<file path="src/rtl/gpr_write_arbiter.sv">
// Shares the GPR write port: writeback wins combinationally (0 added latency), a losing LU result parks
// in a 1-entry buffer (o_luReady low while held); after STARVE_LIMIT lost cycles o_wbStall drains it. Option: GPR_ARB_BYPASS_EN.
module gpr_write_arbiter #(
   parameter int DATA_WIDTH   = 32,
   parameter int ADDR_WIDTH   = 5,
   parameter int STARVE_LIMIT = 4
) (
   input  logic                  i_clock,
   input  logic                  i_reset,
   input  logic                  i_wbValid,
   input  logic                  i_wbRegWrEnable,
   input  logic [ADDR_WIDTH-1:0] i_wbRegWrAddr,
   input  logic [DATA_WIDTH-1:0] i_wbRegWrData,
   output logic                  o_wbStall,
   input  logic                  i_luValid,
   output logic                  o_luReady,
   input  logic [ADDR_WIDTH-1:0] i_luRegWrAddr,
   input  logic [DATA_WIDTH-1:0] i_luRegWrData,
`ifdef GPR_ARB_BYPASS_EN
   output logic                  o_pendValid,
   output logic [ADDR_WIDTH-1:0] o_pendAddr,
   output logic [DATA_WIDTH-1:0] o_pendData,
`endif
   output logic                  o_regWrEnable,
   output logic [ADDR_WIDTH-1:0] o_regWrAddr,
   output logic [DATA_WIDTH-1:0] o_regWrData
);

   typedef enum logic [1:0] {IDLE, PENDING, DRAIN} state_t;

   localparam logic [3:0] LIMIT = 4'(STARVE_LIMIT);

   state_t                state, nextState;
   logic [3:0]            cnt, nextCnt;
   logic [ADDR_WIDTH-1:0] bufAddr;
   logic [DATA_WIDTH-1:0] bufData;
   logic                  capture;
   logic                  wbActive;
   logic                  luLive;

   assign wbActive = i_wbValid & i_wbRegWrEnable & (i_wbRegWrAddr != '0);
   // Results to x0 are acknowledged but never reach the port or the buffer.
   assign luLive   = i_luValid & (i_luRegWrAddr != '0);

   always_comb begin
      nextState     = state;
      nextCnt       = cnt;
      capture       = 1'b0;
      o_luReady     = 1'b0;
      o_wbStall     = 1'b0;
      o_regWrEnable = 1'b0;
      o_regWrAddr   = '0;
      o_regWrData   = '0;

      case (state)
         IDLE: begin
            o_luReady = 1'b1;
            if (wbActive) begin
               o_regWrEnable = 1'b1;
               o_regWrAddr   = i_wbRegWrAddr;
               o_regWrData   = i_wbRegWrData;
               if (luLive) begin
                  capture   = 1'b1;
                  nextCnt   = 4'd1;
                  nextState = (STARVE_LIMIT == 1) ? DRAIN : PENDING;
               end
            end else if (luLive) begin
               o_regWrEnable = 1'b1;
               o_regWrAddr   = i_luRegWrAddr;
               o_regWrData   = i_luRegWrData;
            end
         end
         PENDING: begin
            o_regWrEnable = 1'b1;
            if (!wbActive) begin
               o_regWrAddr = bufAddr;
               o_regWrData = bufData;
               nextCnt     = 4'd0;
               nextState   = IDLE;
            end else begin
               o_regWrAddr = i_wbRegWrAddr;
               o_regWrData = i_wbRegWrData;
               nextCnt     = cnt + 4'd1;
               nextState   = (cnt + 4'd1 == LIMIT) ? DRAIN : PENDING;
            end
         end
         DRAIN: begin
            // The stall freezes MEM/WB, so the suppressed writeback retries next cycle.
            o_wbStall     = 1'b1;
            o_regWrEnable = 1'b1;
            o_regWrAddr   = bufAddr;
            o_regWrData   = bufData;
            nextCnt       = 4'd0;
            nextState     = IDLE;
         end
         default: nextState = IDLE;
      endcase

      if (i_reset) begin
         nextState     = IDLE;
         nextCnt       = 4'd0;
         capture       = 1'b0;
         o_luReady     = 1'b0;
         o_wbStall     = 1'b0;
         o_regWrEnable = 1'b0;
      end
   end

   always_ff @(posedge i_clock) begin
      if (i_reset) begin
         state   <= IDLE;
         cnt     <= 4'd0;
         bufAddr <= '0;
         bufData <= '0;
      end else begin
         state <= nextState;
         cnt   <= nextCnt;
         if (capture) begin
            bufAddr <= i_luRegWrAddr;
            bufData <= i_luRegWrData;
         end
      end
   end

`ifdef GPR_ARB_BYPASS_EN
   assign o_pendValid = (state != IDLE) & ~i_reset;
   assign o_pendAddr  = bufAddr;
   assign o_pendData  = bufData;
`endif

endmodule

</file>
<file path="config.mk">
export PLATFORM = sky130hd
export DESIGN_NAME = gpr_write_arbiter
export DESIGN_NICKNAME = d
export VERILOG_FILES = /design/src/rtl/gpr_write_arbiter.sv
export SDC_FILE = /design/constraint.sdc
export NUM_CORES = 1
export LEC_CHECK = 0
export BUFFER_PORTS_ARGS = -buffer_cell sky130_fd_sc_hd__buf_2
export CORE_MARGIN = 5
export CORE_UTILIZATION = 45
export CTS_BUF_LIST = sky130_fd_sc_hd__clkbuf_8
export DETAILED_ROUTE_END_ITERATION = 10
export GPL_TIMING_DRIVEN = 0
export PLACE_DENSITY = 0.8
export SETUP_SLACK_MARGIN = 0.4
export SKIP_CTS_REPAIR_TIMING = 1
export SLEW_MARGIN = 25
export SYNTH_ARGS = -nofsm -noshare
export SYNTH_HDL_FRONTEND = slang
export SYNTH_SLANG_ARGS = --single-unit
</file>
<file path="constraint.sdc">
create_clock -name i_clock -period 2.4 [get_ports i_clock]
set_clock_uncertainty 0.15 [all_clocks]
set_input_delay 0 -clock i_clock [delete_from_list [all_inputs] [get_ports i_clock]]
set_output_delay 0 -clock i_clock [all_outputs]
set_load 0.02 [all_outputs]
</file>
# Word-level counts from Yosys, hierarchy flattened

Index checks and enable logic that the tools add are counted.

Register bits after elaboration: 43
Word-level logic and storage cells: 48

Add/sub/neg operators: 1
Eq/ne operators: 5
Multiplexer cells: 28
Bitwise gates (word level): 3
Reduce and logical (&&, ||, !) cells: 7

Operators with widths:

| cell                                                             | count |
|---|---|
| 32-bit two-way mux                                               | 3 |
| 32-bit case mux with 3 select lines                              | 1 |
| 5-bit two-way mux                                                | 3 |
| 5-bit case mux with 3 select lines                               | 1 |
| 4-bit two-way mux                                                | 3 |
| 4-bit case mux with 3 select lines                               | 1 |
| 1-bit two-way mux                                                | 10 |
| 5-bit nonzero test                                               | 2 |
| 2-bit two-way mux                                                | 4 |
| 4-bit by 1-bit adder with 4-bit output (second input constant)   | 1 |
| 4-bit by 3-bit == test with 1-bit output (second input constant) | 1 |
| 2-bit inequality test (second input constant)                    | 2 |
| 2-bit case mux with 2 select lines                               | 1 |
| 1-bit bitwise AND                                                | 3 |
| 3-bit AND reduction                                              | 1 |
| 3-bit nonzero test                                               | 1 |
| 2-bit by 1-bit == test with 1-bit output (second input constant) | 1 |
| 2-bit == test (second input constant)                            | 1 |
| 2-bit zero test                                                  | 1 |
| 1-bit case mux with 2 select lines                               | 1 |
| 2-bit AND reduction                                              | 1 |
| 2-bit OR reduction                                               | 1 |

# Depth between registers and ports, before layout

Gate-level depths: netlist of the first run.

Depth in word-level cells: 6
Mapped depth: 8
Depth with buffers taken out: 7

# Least setup slack after synthesis of the first run

OpenSTA, ideal clock, no wires.

Kind: reg-to-reg
From: reg state[0]
To: reg bufData[28]
Library setup time: 0.131 ns
Arrival time: 1.883 ns
Required time: 2.119 ns
Setup slack: 0.236 ns
Cell stages (with the launch flop): 8
Buffers on the path: 2
Period minus slack after synthesis: 2.164 ns
Cell sequence: dfxtp_1 > inv_1 > ha_1 > nor2b_1 > nor3b_1 > buf_2 > clkbuf_1 > o21ai_0

Longest elaborated chain between the ends: 3

RTL lines:

| item                   | line | source |
|---|---|---|
| start, declared        | 33   | `state_t state, nextState;` |
| start signal, assigned | 116  | `state <= nextState;` |
| 2-bit zero test        | 55   | `case (state)` |
| 1-bit two-way mux      | 55   |  |
| 1-bit two-way mux      | 99   | `if (i_reset) begin` |
| end signal, assigned   | 120  | `bufData <= i_luRegWrData;` |
| end, declared          | 36   | `logic [DATA_WIDTH-1:0] bufData;` |

No other way between the ends.
A chain may end at the register's enable or synchronous reset.

# Worst setup path in the final report of the first run

From: reg state[1]
To: out o_regWrData[6]

Longest elaborated chain between the ends: 2
Elaborated cells between the ends (all ways): 4

RTL lines:

| item                                  | line | source |
|---|---|---|
| 2-bit == test (tied with other cells) | 55   |  |
| 32-bit case mux with 3 select lines * | 55   |  |
| end, declared                         | 26   | `output logic [DATA_WIDTH-1:0] o_regWrData` |

Mark *: on every way between the ends. The rest lies on a longest branch, timed or not.

==> metrics.csv, run 1 <==
metric,value,unit
run status,finished with violations,
violations in the final reports,design-rule violations,
Critical Path Source Type,flop,
total negative slack for setup checks,0,ps
Yosys reg bits,43,
total power,1.997,mW
overall die width,84.82,microns
layout overhead on the synthesized area,59.22,%
non-filler cells in the finished layout,569,
Layout Nets,582,
headroom to the max-slew limit,0.6608,
Reg power frac,0.383,
mux contribution to synthesized area,0.007948,
simple-gate share of the synthesized area,0.2717,
die area,0.007194,sq mm
class of the tightest hold or removal check,input port to flop,
"Clk Latency, worst-skew pair",300,ps
Die Height,84.82,microns
leakage power of the design,1.805,nW
Slew Limit Fails,0,
clock network power share,0.233,
DR pass1 iterations,11,
sequential share of the synthesized area,0.3418,
total I/O pin count,119,
vias in the first global route,2624,
cell at the root of the clock tree,sky130_fd_sc_hd__clkbuf_8,
global route overflow,0,
register-to-register path setup slack,430,ps
number of nets produced by synthesis,401,
post-detailed-route wirelength per cell,17.15,microns
instance area at placement,0.003207,sq mm
combinational power share,0.383,
largest family of logic cells by synthesized area,compound AO/OA/AOI/OAI gates,
maximum fanout count along the critical path,7,
Power Dens Cells,497.9,mW/mm^2
count of port buffers added during placement,118,
number of warnings reported in the yosys synthesis log,0,
wire length reported by the detailed router,9759,microns
Max Freq,0.4649,GHz
wire length of the first global-routing pass,12860,microns
pin count of the biggest net entering global routing,14,
share of cells above drive strength 1,0.3622,
Syn Inst Count,315,
synthesized cell area,0.002519,sq mm
slew of the pin with the lowest slew margin,508.8,ps
"Non-Filler Cell Area, Final",0.004010,sq mm
DRC Markers,1,
Post-Syn Area per Cell,7.996,sq um
row cnt,27,
worst hold slack after final layout,39.78,ps
adder-cell share of the synthesized area,0.03477,
endpoint required time on the critical path,2250,ps
iteration-0 DRC count of the detailed router,367,
GRT Util Overall,0.2189,
reported max-cap violation count,0,
setup violation total in the final timing report,0,
endpoint type of the worst setup path,primary output,
CP arrival,2000,ps
TritonCTS clock tree,built,
Synth Area in Compound Gates,0.2737,
post-synth cell types,35,
CTS clock-pin slew for the worst setup and hold paths,90,ps
Internal Pwr Total,1.319,mW
number of CTS-inserted buffers,5,
H-Tree Level Count,2,
Diodes inserted,0,
switching part of the total,0.3395,
Std-Cell Core Area,0.005473,sq mm
number of vias after detailed routing,3231,
xor/xnor share of the synthesized area,0.003477,
hold violation total from the final report,0,
switching pwr,677.8,uW
mean number of vias per cell,5.678,
worst vdd ir,0.0002992,V
kind of critical path,flop to primary output,
cell total after placement,505,
CTS sink cnt,43,
setup repair after global routing missed its margin,yes,
Initial Utilization,0.4602,
Tmin final,2151,ps
maximum buffer depth of the clock tree,2,
"antenna viol nets, final",0,
final worst-path cycle share,0.8962,
antenna violations before repair,0,
final HPWL from detailed placement,6055,microns
GP Congestion,0.8725,
## final timing paths
path,from,endpoint,depth (start not counted)
worst max-delay path,state[1]$_SDFFE_PP0P_,o_regWrData[6],8
worst min-delay path,i_luValid,state[0]$_SDFFE_PP0P_,4
worst max register to register,state[1]$_SDFFE_PP0P_,bufData[23]$_SDFFE_PP0P_,8
worst min register to register,bufData[20]$_SDFFE_PP0P_,bufData[20]$_SDFFE_PP0P_,2
## per-stage QoR
step           utilization  setup slack (ps)
6_report            0.7327             249.1
5_1_grt             0.7327             156.9
4_1_cts             0.6015            -84.10
3_5_place_dp        0.5860             92.28
3_3_place_gp        0.5860             147.2
2_1_floorplan            -             412.5
## flip-flops by register name (all words and copies together) (netlist names)
| signal | flops |
|---|---|
| bufAddr | 5 |
| bufData | 32 |
| cnt | 4 |
| state | 2 |
## per-layer routing
| metal | global-route usage | vias to the layer above | routed length (microns) |
|---|---|---|---|
| li1 | - | 1519 | - |
| met1 | 0.2885 | 1508 | 3764 |
| met2 | 0.3409 | 190 | 4839 |
| met3 | 0.06990 | 14 | 1034 |
| met4 | 0.06906 | 0 | 121 |
| met5 | 0 | - | 0 |
## cell usage in the layout (no fill, tap or decap), types with 2 or more instances in the layout
master                          count
sky130_fd_sc_hd__a222oi_1          37
sky130_fd_sc_hd__a31oi_1            2
sky130_fd_sc_hd__and4_1             2
sky130_fd_sc_hd__buf_2            111
sky130_fd_sc_hd__buf_4             23
sky130_fd_sc_hd__buf_6             10
sky130_fd_sc_hd__buf_8              3
sky130_fd_sc_hd__clkbuf_1           7
sky130_fd_sc_hd__clkbuf_16          3
sky130_fd_sc_hd__clkbuf_2           4
sky130_fd_sc_hd__clkbuf_4           3
sky130_fd_sc_hd__clkbuf_8           5
sky130_fd_sc_hd__dfxtp_1           41
sky130_fd_sc_hd__dfxtp_4            2
sky130_fd_sc_hd__dlygate4sd3_1     37
sky130_fd_sc_hd__ha_1               4
sky130_fd_sc_hd__ha_4               2
sky130_fd_sc_hd__inv_1              3
sky130_fd_sc_hd__inv_4              2
sky130_fd_sc_hd__mux2i_1            2
sky130_fd_sc_hd__nand2_1           40
sky130_fd_sc_hd__nand2b_1          38
sky130_fd_sc_hd__nor2_1            42
sky130_fd_sc_hd__nor2_4             2
sky130_fd_sc_hd__nor2b_1            4
sky130_fd_sc_hd__nor3_1             4
sky130_fd_sc_hd__o211a_1            2
sky130_fd_sc_hd__o21ai_0           29
sky130_fd_sc_hd__o21ai_1           13
sky130_fd_sc_hd__o2bb2ai_1          2
## cell usage after synthesis (all sizes together)
library cell,count,area share
a222oi,37,0.15
o22ai,1,0.0025
xor2,1,0.0035
and4,2,0.0070
a21oi,1,0.0020
ha,7,0.035
inv,4,0.0060
nand2,40,0.060
or4,2,0.0075
o211ai,2,0.0079
nor3,4,0.0079
or3b,1,0.0035
o21ai,43,0.087
a31oi,2,0.0050
nand2b,38,0.094
o211a,2,0.0079
a21o,1,0.0030
nor2,44,0.067
o221a,1,0.0045
clkbuf,17,0.026
nor3b,2,0.010
o2bb2ai,2,0.0070
buf,10,0.035
nor2b,5,0.012
dfxtp,43,0.34
and3,1,0.0025
mux2i,2,0.0079
## kinds of logic (layout without fill, tap and decap cells)
group,after synthesis,count (layout)
compound gates,92,92
simple gates,139,139
mux,2,2
flops,43,43
fa+ha+maj,7,7
xor+xnor,1,1
buf+inv,31,213
## final cells by class
cell class                      instances  area, sq um
Multi-Input combinational cell        241         1546
Fill cell                             413         1463
Timing Repair Buffer                  174         1190
Sequential cell                        43        868.3
Buffer                                 27        210.2
Tap cell                               72        90.09
Clock buffer                            5        68.82
Inverter                                4        20.02
Clock inverter                          3        16.27
## power by group through the flow
stage	Clock [mW]	Sequential, mW	Combinational, mW
5_1_grt	0.509	0.768	0.811
3_3_place_gp	0	0.778	0.555
6_report	0.466	0.766	0.765
4_1_cts	0.472	0.763	0.564
3_5_place_dp	0	0.779	0.562
2_1_floorplan	0	0.773	0.355
## worst max-delay path, cell delays in order, from the launching register on
cell and delay (ps):
sky130_fd_sc_hd__dfxtp_4 400, sky130_fd_sc_hd__inv_4 60, sky130_fd_sc_hd__ha_4 180, sky130_fd_sc_hd__nor3b_4 160, sky130_fd_sc_hd__buf_6 160, sky130_fd_sc_hd__buf_4 140, sky130_fd_sc_hd__a222oi_1 350, sky130_fd_sc_hd__nor2_1 80
sky130_fd_sc_hd__buf_4 170
Power figures use the tool's default switching activity.
==> inputs of run 2 (changes only) <==
CAP_MARGIN = 20   (was unset)
CORE_UTILIZATION = 48   (was 45)
PLACE_DENSITY = 0.84   (was 0.8)
==> run 2 against run 1 <==
Effect of this change:
- largest power group unchanged
- via count down 1.1%
- die area down 5.5%
- the run now ends clean
- design area down 2.7%
- sequential share of layout area grew 0.60 points
- routed wire length decreased by 3.5%
- combinational power down 8.6%
- non-clock buffer count fell by 10
- first-iteration DRC count fell by 10%
- largest cell class unchanged
==> metrics.csv, run 2 (same netlist as run 1, synthesis figures left out) <==
metric,value,unit,change
run status,completed,,
kind of critical path,flop to primary output,,
final HPWL from detailed placement,5919,microns,-2.2%
"Most flops, register",bufData,,
register-to-register path setup slack,380,ps,-50 ps
die area,0.006796,sq mm,-5.5%
GRT Util Overall,0.2353,,+0.01635
worst reg2reg path depth,8,,unchanged
wire length of the first global-routing pass,12340,microns,-4.1%
setup repair after global routing missed its margin,yes,,
maximum fanout count along the critical path,11,,+4
number of vias after detailed routing,3196,,-1.1%
Tmin final,2116,ps,-35.13 ps
endpoint required time on the critical path,2250,ps,about the same
setup violation total in the final timing report,0,,unchanged
share of the core filled with cells in the final layout,0.7638,,+0.03110
"antenna viol nets, final",0,,unchanged
biggest regs,"bufData: 32 flops, bufAddr: 5 flops, cnt: 4 flops",,
total power,2.040,mW,+2.2%
Slew Limit Fails,0,,unchanged
DRC Markers,0,,-1
total I/O pin count,119,,unchanged
CTS sink cnt,43,,unchanged
crit-path cells,inv_4 -> ha_4 -> nor2_4 -> nor2_4 -> buf_2 -> a222oi_1 -> nor2_1 -> buf_2,,
vias in the first global route,2708,,+3.2%
Die Height,82.44,microns,-2.8%
"leading cell types in the layout, fill and taps excluded","sky130_fd_sc_hd__buf_2 (114), sky130_fd_sc_hd__nor2_1 (42), sky130_fd_sc_hd__dfxtp_1 (41)",,
total negative slack for setup checks,0,ps,unchanged
pre-CTS setup slack,114.7,ps,+22.38 ps
max FFs per register,32,,unchanged
Hold Path Sink,state[0]$_SDFFE_PP0P_,,
most common library cell in the layout ignoring fill and taps,sky130_fd_sc_hd__buf_2,,
Max Freq,0.4726,GHz,+1.7%
overall die width,82.44,microns,-2.8%
mean number of vias per cell,5.738,,+1.0%
H-Tree Level Count,2,,unchanged
least setup slack across all paths after layout,284.2,ps,+35.13 ps
Initial Utilization,0.4931,,+0.03292
pin count of the biggest net entering global routing,15,,+1
CP arrival,1970,ps,-30 ps
Std-Cell Core Area,0.005107,sq mm,-6.7%
biggest cell delay along the critical path,390,ps,about the same
cell at the root of the clock tree,sky130_fd_sc_hd__clkbuf_8,,
leakage power of the design,1.748,nW,-3.2%
final worst-path cycle share,0.8816,,-0.01464
Critical Path Source Type,flop,,
Power Dens Cells,523.0,mW/mm^2,+5.0%
terminus of the critical flop-to-flop path,bufData[15]$_SDFFE_PP0P_,,
global route overflow,0,,unchanged
endpoint type of the worst setup path,primary output,,
maximum buffer depth of the clock tree,2,,unchanged
GP Congestion,0.7893,,-9.5%
worst vdd ir,0.0003213,V,+7.4%
iteration-0 DRC count of the detailed router,330,,-10%
class of the tightest hold or removal check,input port to flop,,
DR pass1 iterations,5,,-6
Diodes inserted,0,,unchanged
cell with the biggest individual delay on the critical path,sky130_fd_sc_hd__dfxtp_4,,
layout overhead on the synthesized area,54.89,%,
hold path cells,4,,unchanged
antenna violations before repair,0,,unchanged
hold violation total from the final report,0,,unchanged
row cnt,26,,-3.7%
TritonCTS clock tree,built,,
reported max-cap violation count,0,,unchanged
count of port buffers added during placement,118,,unchanged
wire length reported by the detailed router,9418,microns,-3.5%
worst r2r src,state[1]$_SDFFE_PP0P_,,
CTS clock-pin slew for the worst setup and hold paths,80,ps,about the same
slew of the pin with the lowest slew margin,507.2,ps,-1.634 ps
number of CTS-inserted buffers,5,,unchanged
Layout Nets,572,,-1.7%
HP Start,i_luValid,,
"Clk Latency, worst-skew pair",300,ps,about the same
headroom to the max-slew limit,0.6619,,+0.001089
worst hold slack after final layout,55.10,ps,+15.32 ps
share of cells above drive strength 1,0.3511,,-0.01104
post-detailed-route wirelength per cell,16.91,microns,-1.4%
## run 2: cell types whose count changed in the layout (fill, tap and decap cells not counted), moves of 2 or more
cell                        previous run  this run
sky130_fd_sc_hd__buf_4                23        14
sky130_fd_sc_hd__buf_2               111       114
sky130_fd_sc_hd__buf_8                 3         1
sky130_fd_sc_hd__clkbuf_16             3         1
sky130_fd_sc_hd__clkbuf_4              3         5
## run 2: layout make-up
type | instances | area (sq um)
Clock buffer | 5 | 68.82
Inverter | 4 | 20.02
Multi-Input combinational cell | 241 | 1546
Tap cell | 70 | 87.58
Buffer | 27 | 203.9
Timing Repair Buffer | 164 | 1062
Sequential cell | 43 | 868.3
Clock inverter | 3 | 43.79
Fill cell | 382 | 1206
## run 2: per-stage QoR
| stage | cells | area (sq um) |
|---|---|---|
| 5_1_grt | 557 | 3901 |
| 4_1_cts | 511 | 3317 |
| 2_1_floorplan | 315 | 2526 |
| 3_3_place_gp | 503 | 3204 |
| 6_report | 557 | 3901 |
| 3_5_place_dp | 503 | 3204 |
## run 2: worst max-delay path, delay by kind of cell (launching register included)
kind                       cells  cell delay, ps
and+or+nand+nor                3             300
AOI/OAI and AO/OA              1             380
DFF                            1             390
adders and majority gates      1             180
buffers and inverters          3             410
## run 2: per-layer routing
layer  global-route usage  routed length, microns  vias up  part of all wire
met2               0.4006                    4607      209              0.49
met1               0.2902                    3609     1470              0.38
li1                     -                       -     1502                 -
met5                    0                       0        -                 0
met4              0.06645                     183        0             0.019
met3              0.06291                    1018       15              0.11
## run 2: worst max path at each step
stage / to / from / cells past startpoint / slack [ps]
6_report: o_regWrAddr[4] / state[1]$_SDFFE_PP0P_ / 8 / 280
5_1_grt: o_regWrData[0] / state[0]$_SDFFE_PP0P_ / 8 / 190
4_1_cts: o_regWrData[1] / state[0]$_SDFFE_PP0P_ / 7 / -50
3_5_place_dp: o_regWrData[1] / i_wbRegWrAddr[0] / 9 / 110
3_3_place_gp: o_regWrData[1] / i_wbRegWrAddr[0] / 9 / 140
2_1_floorplan: bufData[28]$_SDFFE_PP0P_ / state[0]$_SDFFE_PP0P_ / 7 / 410
## run 2: where the power goes
part / internal, mW / switching [mW] / total (mW) / leakage, nW
Clock: 0.310 / 0.265 / 0.575 / 0.0581
Combinational: 0.328 / 0.371 / 0.699 / 1.34
Sequential: 0.742 / 0.0246 / 0.766 / 0.350
Total: 1.38 / 0.661 / 2.04 / 1.75
